==> src/rtl/bin2bcd_iter_if.sv <==
// rtl/bin2bcd_iter_if.sv - start/busy/done handshake and result bus of bin2bcd_iter
//
// Purpose: groups the request and result signals of the iterative binary-to-BCD
//   converter so that the converter and its user share a single bundle.
// Parameters:
//   BIN_W   width of the binary input value
//   DIGITS  number of BCD result digits
// Signals:
//   start        request a conversion (driven by master)
//   bin          unsigned binary value, captured on an accepted start (master)
//   busy         conversion in progress (slave)
//   done         one-cycle pulse when bcd/overflow/digit_blank update (slave)
//   bcd          result digits, digit 0 = units in bcd[3:0] (slave)
//   overflow     value did not fit in DIGITS digits (slave)
//   digit_blank  leading-zero blank flags per digit (slave)
// Modports: master = requester, slave = converter.

interface bin2bcd_iter_if #(
  parameter int BIN_W  = 20,
  parameter int DIGITS = 4
) ();

  logic                  start;
  logic [BIN_W-1:0]      bin;
  logic                  busy;
  logic                  done;
  logic [4*DIGITS-1:0]   bcd;
  logic                  overflow;
  logic [DIGITS-1:0]     digit_blank;

  modport master (
    output start, bin,
    input  busy, done, bcd, overflow, digit_blank
  );

  modport slave (
    input  start, bin,
    output busy, done, bcd, overflow, digit_blank
  );

endinterface

==> src/rtl/bin2bcd_iter.sv <==
// rtl/bin2bcd_iter.sv - multi-cycle shift-add-3 binary-to-BCD converter, one bit per clock
//
// Purpose: converts an unsigned BIN_W-bit value into DIGITS BCD digits using the
//   double-dabble algorithm, one input bit per clock. The input is latched when
//   start is accepted in IDLE; the result is held until the next done pulse.
//   Values >= 10**DIGITS raise overflow and leave value mod 10**DIGITS in bcd.
// Parameters:
//   BIN_W   width of binary input (>= 1)
//   DIGITS  number of BCD output digits (>= 1)
// Ports:
//   clk    system clock, rising edge
//   rst_n  asynchronous reset, active low
//   bus    bin2bcd_iter_if.slave: start, bin in; busy, done, bcd, overflow,
//          digit_blank out
// Configuration:
//   BIN2BCD_BLANK_EN  when defined, digit_blank[i] (i >= 1) is set on the done edge
//                     if digit i and all higher digits are zero; digit 0 is never
//                     blanked and all flags are cleared on overflow. When undefined,
//                     digit_blank is tied to zero.

module bin2bcd_iter #(
  parameter int BIN_W  = 20,
  parameter int DIGITS = 4
) (
  input  logic              clk,
  input  logic              rst_n,
  bin2bcd_iter_if.slave     bus
);

  localparam int CNT_W = $clog2(BIN_W + 1);
  localparam int BCD_W = 4 * DIGITS;

  typedef enum logic {
    IDLE  = 1'b0,
    SHIFT = 1'b1
  } state_t;

  state_t             state, state_nxt;

  logic [BIN_W-1:0]   sreg;
  logic [BCD_W-1:0]   work;
  logic               ovf_acc;
  logic [CNT_W-1:0]   cnt;

  logic [BCD_W-1:0]   bcd_q;
  logic               ovf_q;
  logic               done_q;

  logic               load;
  logic               step;
  logic               last;

  logic [BCD_W-1:0]   corrected;
  logic [BCD_W-1:0]   work_nxt;
  logic               bit_out;
  logic               ovf_final;

  // State register.
  always_ff @(posedge clk or negedge rst_n) begin
    if (!rst_n) begin
      state <= IDLE;
    end else begin
      state <= state_nxt;
    end
  end

  // Next-state and control decode.
  always_comb begin
    state_nxt = state;
    load      = 1'b0;
    step      = 1'b0;
    last      = 1'b0;
    case (state)
      IDLE: begin
        if (bus.start) begin
          load      = 1'b1;
          state_nxt = SHIFT;
        end
      end
      SHIFT: begin
        step = 1'b1;
        if (cnt == CNT_W'(1)) begin
          last      = 1'b1;
          state_nxt = IDLE;
        end
      end
      default: state_nxt = IDLE;
    endcase
  end

  // Add-3 correction happens before each shift; digits are independent 4-bit
  // adds because a digit >= 5 plus 3 never exceeds 4'hC.
  always_comb begin
    corrected = work;
    for (int i = 0; i < DIGITS; i++) begin
      if (work[4*i +: 4] >= 4'd5) begin
        corrected[4*i +: 4] = work[4*i +: 4] + 4'd3;
      end
    end
  end

  // The bit shifted out of the top digit is a lost decimal weight: overflow.
  assign bit_out   = corrected[BCD_W-1];
  assign work_nxt  = {corrected[BCD_W-2:0], sreg[BIN_W-1]};
  assign ovf_final = ovf_acc | bit_out;

  always_ff @(posedge clk or negedge rst_n) begin
    if (!rst_n) begin
      sreg    <= '0;
      work    <= '0;
      ovf_acc <= 1'b0;
      cnt     <= '0;
      bcd_q   <= '0;
      ovf_q   <= 1'b0;
      done_q  <= 1'b0;
    end else begin
      done_q <= 1'b0;
      if (load) begin
        sreg    <= bus.bin;
        work    <= '0;
        ovf_acc <= 1'b0;
        cnt     <= CNT_W'(BIN_W);
      end
      if (step) begin
        sreg    <= sreg << 1;
        work    <= work_nxt;
        ovf_acc <= ovf_final;
        cnt     <= cnt - CNT_W'(1);
      end
      if (last) begin
        bcd_q  <= work_nxt;
        ovf_q  <= ovf_final;
        done_q <= 1'b1;
      end
    end
  end

`ifdef BIN2BCD_BLANK_EN
  logic [DIGITS-1:0] blank_nxt;
  logic [DIGITS-1:0] blank_q;
  logic              higher_zero;

  // Walk from the top digit down; a digit is blanked only while every digit
  // above it is also zero. Units digit stays visible so 0 shows as "0".
  always_comb begin
    blank_nxt   = '0;
    higher_zero = 1'b1;
    for (int i = DIGITS - 1; i >= 1; i--) begin
      higher_zero  = higher_zero & (work_nxt[4*i +: 4] == 4'd0);
      blank_nxt[i] = higher_zero;
    end
    if (ovf_final) begin
      blank_nxt = '0;
    end
  end

  always_ff @(posedge clk or negedge rst_n) begin
    if (!rst_n) begin
      blank_q <= '0;
    end else if (last) begin
      blank_q <= blank_nxt;
    end
  end

  assign bus.digit_blank = blank_q;
`else
  assign bus.digit_blank = '0;
`endif

  assign bus.busy     = (state == SHIFT);
  assign bus.done     = done_q;
  assign bus.bcd      = bcd_q;
  assign bus.overflow = ovf_q;

endmodule

==> src/flat_wrapper.sv <==
// flat-port wrapper written by rule: the top's interface ports become plain ports
module bin2bcd_iter_flat 
#(
  parameter int BIN_W  = 20,
  parameter int DIGITS = 4
)
  (clk, rst_n, bus_start, bus_bin, bus_busy, bus_done, bus_bcd, bus_overflow, bus_digit_blank);
  bin2bcd_iter_if #(.BIN_W(BIN_W), .DIGITS(DIGITS)) bus_i ();
  input  logic clk;
  input  logic rst_n;
  input wire logic [$bits(bus_i.start)-1:0] bus_start;
  input wire logic [$bits(bus_i.bin)-1:0] bus_bin;
  output wire logic [$bits(bus_i.busy)-1:0] bus_busy;
  output wire logic [$bits(bus_i.done)-1:0] bus_done;
  output wire logic [$bits(bus_i.bcd)-1:0] bus_bcd;
  output wire logic [$bits(bus_i.overflow)-1:0] bus_overflow;
  output wire logic [$bits(bus_i.digit_blank)-1:0] bus_digit_blank;
  assign bus_i.start = bus_start;
  assign bus_i.bin = bus_bin;
  assign bus_busy = bus_i.busy;
  assign bus_done = bus_i.done;
  assign bus_bcd = bus_i.bcd;
  assign bus_overflow = bus_i.overflow;
  assign bus_digit_blank = bus_i.digit_blank;
  bin2bcd_iter #(.BIN_W(BIN_W), .DIGITS(DIGITS)) u_core (.clk(clk), .rst_n(rst_n), .bus(bus_i));
endmodule
==> config.mk <==
export PLATFORM = sky130hd
export DESIGN_NAME = bin2bcd_iter_flat
export DESIGN_NICKNAME = d
export VERILOG_FILES = /design/src/rtl/bin2bcd_iter_if.sv /design/src/rtl/bin2bcd_iter.sv /design/src/flat_wrapper.sv
export SDC_FILE = /design/constraint.sdc
export NUM_CORES = 1
export LEC_CHECK = 0
export ABC_CLOCK_PERIOD_IN_PS = 2000
export BUFFER_PORTS_ARGS = -buffer_cell sky130_fd_sc_hd__buf_2
export CORE_MARGIN = 10
export CORE_UTILIZATION = 40
export DETAILED_ROUTE_END_ITERATION = 10
export GPL_TIMING_DRIVEN = 1
export SETUP_SLACK_MARGIN = 0.3
export SYNTH_ARGS = -nofsm -noshare
export SYNTH_HDL_FRONTEND = slang
export SYNTH_SLANG_ARGS = --single-unit
==> constraint.sdc <==
create_clock -name clk -period 2 [get_ports clk]
set_clock_uncertainty 0.05 [all_clocks]
set_input_delay 0.4 -clock clk [delete_from_list [all_inputs] [get_ports clk]]
set_output_delay 0.4 -clock clk [all_outputs]
set_load 0.01 [all_outputs]
=== Word-level counts from Yosys, hierarchy flattened ===
Cells that the tools add are included.

* Register bits: 61

* Add/subtract/negate cells: 5
* Magnitude comparators: 4
* Eq/ne operators: 1
* Muxes and demuxes: 20
* Bitwise operators: 2
* Reduce and logical (&&, ||, !) cells: 1

{| class="wikitable"
|+ Operators by type and width
! operator !! count
|-
| 20-bit 2-to-1 mux || 2
|-
| 16-bit 2-to-1 mux || 2
|-
| 4-bit by 2-bit adder with 4-bit output, second input constant || 4
|-
| 4-bit by 3-bit >= comparator with 1-bit output, second input constant || 4
|-
| 4-bit 2-to-1 mux || 4
|-
| 5-bit 2-to-1 mux || 2
|-
| 1-bit 2-to-1 mux || 9
|-
| 5-bit by 1-bit equality test with 1-bit output, second input constant || 1
|-
| 5-bit by 1-bit subtractor with 5-bit output, second input constant || 1
|-
| 1-bit one-hot mux with 2 select lines || 1
|-
| 2-bit nonzero test || 1
|-
| 1-bit inverter || 1
|-
| 1-bit bitwise OR || 1
|}

=== Longest topological paths before layout ===
Gate-level depths: netlist of the first run.

* Depth after elaboration: 4
* Gate-level depth with buffers: 6
* Gate-level depth less buffers: 6

=== Least setup slack after synthesis of the first run ===
OpenSTA, ideal clock, no wires.

* Path kind: flip-flop to flip-flop
* Start: register u_core.work[12]
* End: register u_core.bcd_q[14], in the netlist u_core.bus.bcd[14]
* Library setup time: 0.125 ns
* Arrival: 1.294 ns
* Data required time: 1.825 ns
* Setup slack: 0.532 ns
* Stages on the path, launching flop included: 6
* Buffers on the path: 0
* Clock period less this slack: 1.468 ns
* Path through: dfrtp_1 -> ha_1 -> nand2b_1 -> a21oi_2 -> mux2i_1 -> mux2_2

* Cells in the longest elaborated chain, start to end: 2
* Elaborated cells between the ends (all ways): 3

{| class="wikitable"
|+ RTL lines
! item !! line !! text
|-
| start: declaration || bin2bcd_iter.sv:41 || <nowiki>logic [BCD_W-1:0] work;</nowiki>
|-
| start signal: assignment || bin2bcd_iter.sv:126 || <nowiki>work <= work_nxt;</nowiki>
|-
| 4-bit by 2-bit adder with 4-bit output or 4-bit by 3-bit >= comparator with 1-bit output (tied branches) || bin2bcd_iter.sv:97, bin2bcd_iter.sv:96 ||
|-
| 4-bit 2-to-1 mux (*) || bin2bcd_iter.sv:96 || <nowiki>if (work[4*i +: 4] >= 4'd5) begin</nowiki>
|-
| end signal: assignment || bin2bcd_iter.sv:131 || <nowiki>bcd_q <= work_nxt;</nowiki>
|-
| end: declaration || bin2bcd_iter.sv:45 || <nowiki>logic [BCD_W-1:0] bcd_q;</nowiki>
|}

Mark *: on every way between the ends. The rest lies on a longest branch, timed or not.
A chain may end at the register's enable or synchronous reset.

=== Worst setup path in the final report of the first run ===
Same ends and word-level chain as after synthesis.

==> results of run 1 <==
synthesized netlist by cell type, drive strengths merged (6+ instances only):
cell type / count
o21ai: 33
a21o: 6
dfrtp: 61
nor3b: 11
buf: 17
mux2i: 34
mux2: 7
a21oi: 14
inv: 12
ha: 10
nand2: 42
registers in the layout, indices dropped and copies added, names as in the netlist:
name                 flops
u_core.bus.overflow      1
u_core.bus.done          1
u_core.bus.bcd          16
u_core.sreg             20
u_core.bus.busy          1
u_core.work             16
u_core.ovf_acc           1
u_core.cnt               5
cell families (layout without fill, tap and decap cells):
family | after synthesis | after routing | synth area share, %
and+or+nand+nor | 69 | 69 | 11.2
muxes | 41 | 41 | 14.3
DFF | 61 | 61 | 51.5
adders and majority gates | 10 | 10 | 4.22
buffers and inverters | 31 | 74 | 5.15
xor gates and xnor gates | 7 | 7 | 2.07
AOI/OAI and AO/OA | 58 | 58 | 11.4
other | 1 | 4 | 0.127
how the worst max path moves through the flow:
| stage | start | endpoint | slack, ns |
|---|---|---|---|
| after global routing | u_core.work[9] | u_core.bus.bcd[10] | 0.31 |
| after floorplan | u_core.work[12] | u_core.bus.bcd[14] | 0.53 |
| after global placement | u_core.work[0] | u_core.bus.bcd[2] | 0.47 |
| after CTS | u_core.bus.busy | bus_busy | 0.43 |
| final | u_core.work[12] | u_core.bus.bcd[14] | 0.44 |
| after detailed placement | u_core.work[12] | u_core.bus.bcd[14] | 0.45 |
stage by stage:
| step | utilization, % | total power, mW | hold slack, ns | worst slack [ns] |
|---|---|---|---|---|
| floorplan | - | 3.62 | 0.0544 | 0.532 |
| global placement | 45.4 | 4.13 | 0.390 | 0.470 |
| detailed placement | 45.4 | 4.20 | 0.389 | 0.446 |
| CTS | 48.0 | 5.30 | 0.0145 | 0.426 |
| global route | 48.0 | 5.66 | 0.0311 | 0.310 |
| finish | 48.0 | 5.19 | 0.0111 | 0.436 |
worst register-to-register path, cell delays in order, from the launching register on:
cell      delay, ns
dfrtp_1        0.44
ha_1           0.21
nand2b_1       0.16
a21oi_2        0.20
mux2i_1        0.11
mux2_2         0.27
layout by cell type (no fill, tap or decap), drive strengths merged, types with 5 or more instances in the layout:
cell    count
a21oi      14
xnor2       5
nor3b      11
o21ai      33
clkbuf     11
buf        46
mux2        7
inv        12
nor3        5
nand2      42
dfrtp      61
nor2        5
a21o        6
nand2b      5
ha         10
mux2i      34
cell type report:
cell class	count	area [um^2]
flip-flops and latches	61	1530
repair buffers	46	280
clock buffers	11	141
well taps	99	124
clock inverters	5	50.0
fillers	701	3750
multi-input cells	189	1290
inverters	12	47.5
metal layers:
| layer | global-route usage [%] | up-vias | part of all wire (%) |
|---|---|---|---|
| met2 | 17.0 | 50 | 46 |
| met5 | 0 | - | 0 |
| met1 | 13.0 | 960 | 47 |
| met3 | 5.37 | 5 | 6.3 |
| li1 | - | 1017 | - |
| met4 | 3.77 | 0 | 0.87 |
report_power, final:
part | total [mW] | leakage (nW) | internal [mW] | switching (mW)
clock | 1.06 | 0.103 | 0.601 | 0.456
sequential | 2.14 | 0.776 | 1.75 | 0.388
combinational | 2.00 | 0.871 | 0.968 | 1.03
==> results.py, run 1 <==
metrics = {
    "floorplanning": {
        "rows": 31,
        "initial_core_util_pct": 41.1,
        "die_height_um": 106,
        "core_area_um2": 7210,
        "die_x_um": 106,
        "die_area_um2": 11200,
        "pin_count": 46,
    },
    "worst_setup_path": {
        "rrSetupSlack_ns": 0.44,
        "cp.depth": 5,
        "crit_path_start_kind": "flop",
        "crit_type": "flop to flop",
        "crit_chain": "ha_1, nand2b_1, a21oi_2, mux2i_1, mux2_2",
        "cpPeakStageDelay_ns": 0.44,
        "crit-reg2reg-launch": "u_core.work[12]",
        "crit_family": "flip-flops",
        "critPathMaxFanout": 6,
        "critPathBufInv": 0,
        "worst_r2r_path_depth": 5,
        "critPathRequiredTime_ns": 2.17,
        "cp-end-kind": "flop",
        "worst_ep_arrival_time_ns": 1.73,
        "cp_slowest_cell": "dfrtp_1",
        "crit-reg2reg-capture": "u_core.bus.bcd[14]",
    },
    "run": {
        "maxCapViolations": 0,
    },
    "clocking": {
        "cts_max_level": 3,
        "cts_made_buffers": 9,
        "postCtsSetupBuffers": 0,
        "cts.sinks": 61,
        "root_buffer": "clkbuf_8",
        "post_cts_resized": 0,
        "clkTransAtPathRegs_ns": 0.07,
        "cts_tree": "done",
        "insertion_delay_ns": 0.34,
        "hold_buffers": 0,
        "clockBufferDepth": 2,
    },
    "drt": {
        "routed_wl_um": 5770,
        "ant_nets": 0,
        "vias_per_cell": 4.80,
        "first_iter_violations": 36,
        "post_drt_wl_per_cell_um": 13.6,
        "vias": 2032,
        "first_pass_iters": 4,
        "drc": 0,
    },
    "sta": {
        "period_minus_slack_ns": 1.56,
        "period_share_pct": 78.2,
        "fin_setup_tns_ns": 0,
        "hold_viol_final": 0,
        "slew_viol_final": 0,
        "setup_viol": 0,
        "fmax_mhz": 639,
        "rsz0062_at_grt": "no",
    },
    "synth": {
        "ys_async_sr_fraction_pct": 100,
        "synthCells": 278,
        "yosysSeqAreaShare_pct": 51.5,
        "yosysWarnings": 0,
        "ys_ff_latch": 61,
        "synth_ff_type": "dfrtp_1",
        "synthesis.area_um2": 2960,
        "ys_types": 29,
        "synth_top_area_cell": "dfrtp_1",
        "synth_area_leaders": "dfrtp_1 (52%), mux2i_1 (11%), nand2_1 (5.3%)",
        "synth_top_area_share_pct": 51.5,
        "syn_area_per_cell_um2": 10.7,
        "synth_edf_count": 0,
    },
    "run_status": {
        "outcome": "finished clean",
    },
    "final_layout": {
        "drive_gt1_share_pct": 23.8,
        "postLayoutCellArea_um2": 3460,
        "diodes": 0,
        "final_nets": 352,
        "area_growth_pct": 17.0,
        "instances_no_fill": 423,
    },
    "global_routing": {
        "antenna_found_initial": 0,
        "grt_pass1_vias": 2099,
        "grt.overflow.total": 0,
        "grtUsageTotal_pct": 11.0,
        "grt_max_degree": 62,
        "grt_pass1_wl_um": 9980,
    },
    "place": {
        "gp_congestion": 0.775,
        "dpl.hpwl_um": 3960,
        "place_area_um2": 3270,
        "place_inst": 407,
        "port-buffer-count": 41,
    },
    "power_and_ir_drop": {
        "p_leak_nw": 1.75,
        "power_density_nw_per_um2": 1500,
        "vdd_drop_max_v": 0.000606,
    },
    "hold_path": {
        "hold_class": "input port to asynchronous set/reset pin",
    },
}
Note: power is estimated with default switching activity, not from simulation.
==> inputs of run 2 (changes only) <==
Settings changed: ABC_CLOCK_PERIOD_IN_PS 2000 to 1600.
Clock period 2 ns to 1.6 ns, I/O delays scaled along.
==> run 2 against run 1 <==
  * Final cell count rose by 8.3%
  * Global-route usage rose by 1.9 points
  * Sequential share of layout area down 8.7 points
  * Fmax up 3.7%
  * Clock power up 21%
  * Routed wire length grew 32%
  * Worst setup slack lost 0.34 ns
  * Register-to-register slack worse by 0.34 ns
  * Sequential cell count stayed put
  * Critical path depth up 1
  * Combinational power increased by 120%
==> results.py, run 2 (synthesis results as in run 1) <==
metrics = {
    "floorplanning": {
        "die_area_um2": 11200,
        "core_area_um2": 7210,
        "rows": 31,
        "initial_core_util_pct": 41.1,
        "die_x_um": 106,
        "die_height_um": 106,
        "pin_count": 46,
    },
    "sta": {
        "hold-worst-slack_ns": 0.192,
        "fmax_mhz": 663,
        "period_minus_slack_ns": 1.51,
        "worst_pin_slew_ns": 0.517,
        "setup_viol": 0,
        "rsz0062_at_grt": "yes",
        "relSlewSlack_pct": 65.5,
        "hold_viol_final": 0,
        "fin_setup_tns_ns": 0,
        "period_share_pct": 94.3,
        "slew_viol_final": 0,
    },
    "final_layout": {
        "layout_common_cells": "dfrtp_1 (56), buf_2 (40), mux2i_1 (33), nand2_1 (30), buf_4 (23)",
        "regArea_um2": 1530,
        "area_growth_pct": 46.2,
        "n_fill_cell": 613,
        "final_nets": 389,
        "largest_reg_flops": 20,
        "instances_no_fill": 458,
        "largest-register": "u_core.sreg",
        "diodes": 0,
        "postLayoutCellArea_um2": 4330,
        "multiInputGateArea_um2": 1690,
        "mostFrequentLayoutCell": "dfrtp_1",
        "drive_gt1_share_pct": 48.7,
    },
    "global_routing": {
        "grt_pass1_vias": 2361,
        "grt_pass1_wl_um": 11600,
        "grt.overflow.total": 0,
        "grt_max_degree": 37,
        "grtUsageTotal_pct": 12.8,
        "antenna_found_initial": 0,
    },
    "worst_setup_path": {
        "worstSetupStartpoint": "u_core.work[5]",
        "worst_ep_arrival_time_ns": 1.74,
        "worst_r2r_path_depth": 6,
        "crit_type": "flop to flop",
        "critPathRequiredTime_ns": 1.83,
        "cp-end-kind": "flop",
        "crit-reg2reg-capture": "u_core.bus.bcd[6]",
        "crit-reg2reg-launch": "u_core.work[5]",
        "crit_path_start_kind": "flop",
        "rrSetupSlack_ns": 0.09,
        "critPathMaxFanout": 3,
    },
    "drt": {
        "first_pass_iters": 4,
        "vias_per_cell": 4.92,
        "routed_wl_um": 7600,
        "ant_nets": 0,
        "vias": 2255,
        "post_drt_wl_per_cell_um": 16.6,
        "first_iter_violations": 49,
        "drc": 0,
    },
    "clocking": {
        "cts_max_level": 3,
        "cts_made_buffers": 9,
        "cts.sinks": 61,
        "insertion_delay_ns": 0.34,
        "clkTransAtPathRegs_ns": 0.06,
        "cts_tree": "done",
        "root_buffer": "clkbuf_8",
        "clockBufferDepth": 2,
    },
    "power_and_ir_drop": {
        "power_density_nw_per_um2": 1950,
        "vdd_drop_max_v": 0.000775,
        "p_leak_nw": 2.07,
    },
    "hold_path": {
        "holdPathEnd": "u_core.sreg[0]",
        "hp-start": "bus_bin[0]",
        "hold_class": "input port to flop",
        "holdPathStages": 3,
    },
    "run_status": {
        "outcome": "finished clean",
    },
    "place": {
        "dpl.hpwl_um": 4350,
        "port-buffer-count": 41,
        "gp_congestion": 0.763,
        "place_area_um2": 3430,
        "place_inst": 408,
    },
    "run": {
        "maxCapViolations": 0,
    },
}
## run 2: changes by cell type in the layout (fill, tap and decap cells not counted), moves of 5 or more
cell,delta
buf_4,+21
ha_4,+9
ha_1,-10
inv_2,+10
inv_1,-10
buf_6,+6
nand2_1,-12
nand2_2,+9
a21oi_1,-5
nor3b_1,-5
## run 2: routing by layer
layer	global-route usage [%]	wire length, um	vias up
met2	21.1	3860	50
met1	14.8	3190	1096
li1	-	-	1098
met4	3.19	106	0
met5	0	0	-
met3	5.98	442	11
## run 2: per-stage QoR
step	utilization [%]	setup slack, ns	power (mW)
finish	60.0	0.0917	8.45
global route	60.0	0.0144	9.06
CTS	55.2	0.146	7.71
detailed placement	47.6	0.0958	5.69
global placement	47.6	0.107	5.58
floorplan	-	0.204	4.91
## run 2: how the worst max path moves through the flow
stage / endpoint
detailed placement: u_core.bus.bcd[13]
global route: u_core.bus.bcd[6]
finish: u_core.bus.bcd[6]
floorplan: u_core.bus.bcd[14]
global placement: u_core.bus.bcd[13]
CTS: u_core.bus.bcd[14]
## run 2: where the power goes
| group | switching [mW] | leakage (nW) | internal [mW] |
|---|---|---|---|
| Combinational | 1.98 | 1.20 | 2.35 |
| Clock | 0.568 | 0.0974 | 0.712 |
| Sequential | 0.651 | 0.771 | 2.20 |
| Total | 3.19 | 2.07 | 5.26 |
## run 2: worst max-delay path, cell delays in order, from the launching register on
cell and delay, ns:
dfrtp_1 0.40, inv_2 0.09, ha_4 0.16, nand2b_4 0.15, a21oi_4 0.16, mux2i_2 0.27
mux2_4 0.18
## run 2: layout make-up
type / count / area share (%)
Multi-Input combinational cell: 189 / 39.0
Inverter: 12 / 1.16
Clock inverter: 1 / 0.116
Sequential cell: 61 / 35.4
Timing Repair Buffer: 83 / 17.3
Clock buffer: 13 / 4.13
Tap cell: 99 / 2.86
## run 2: repair_timing
item / CTS / global route
gates resized for setup: 22 / 53
hold endpoints to repair: 16 / 0
setup buffers: 21 / 8
hold buffers: 1 / 0
setup endpoints to repair: 25 / 50
cloned: 3 / 3
pin swaps: 8 / 18
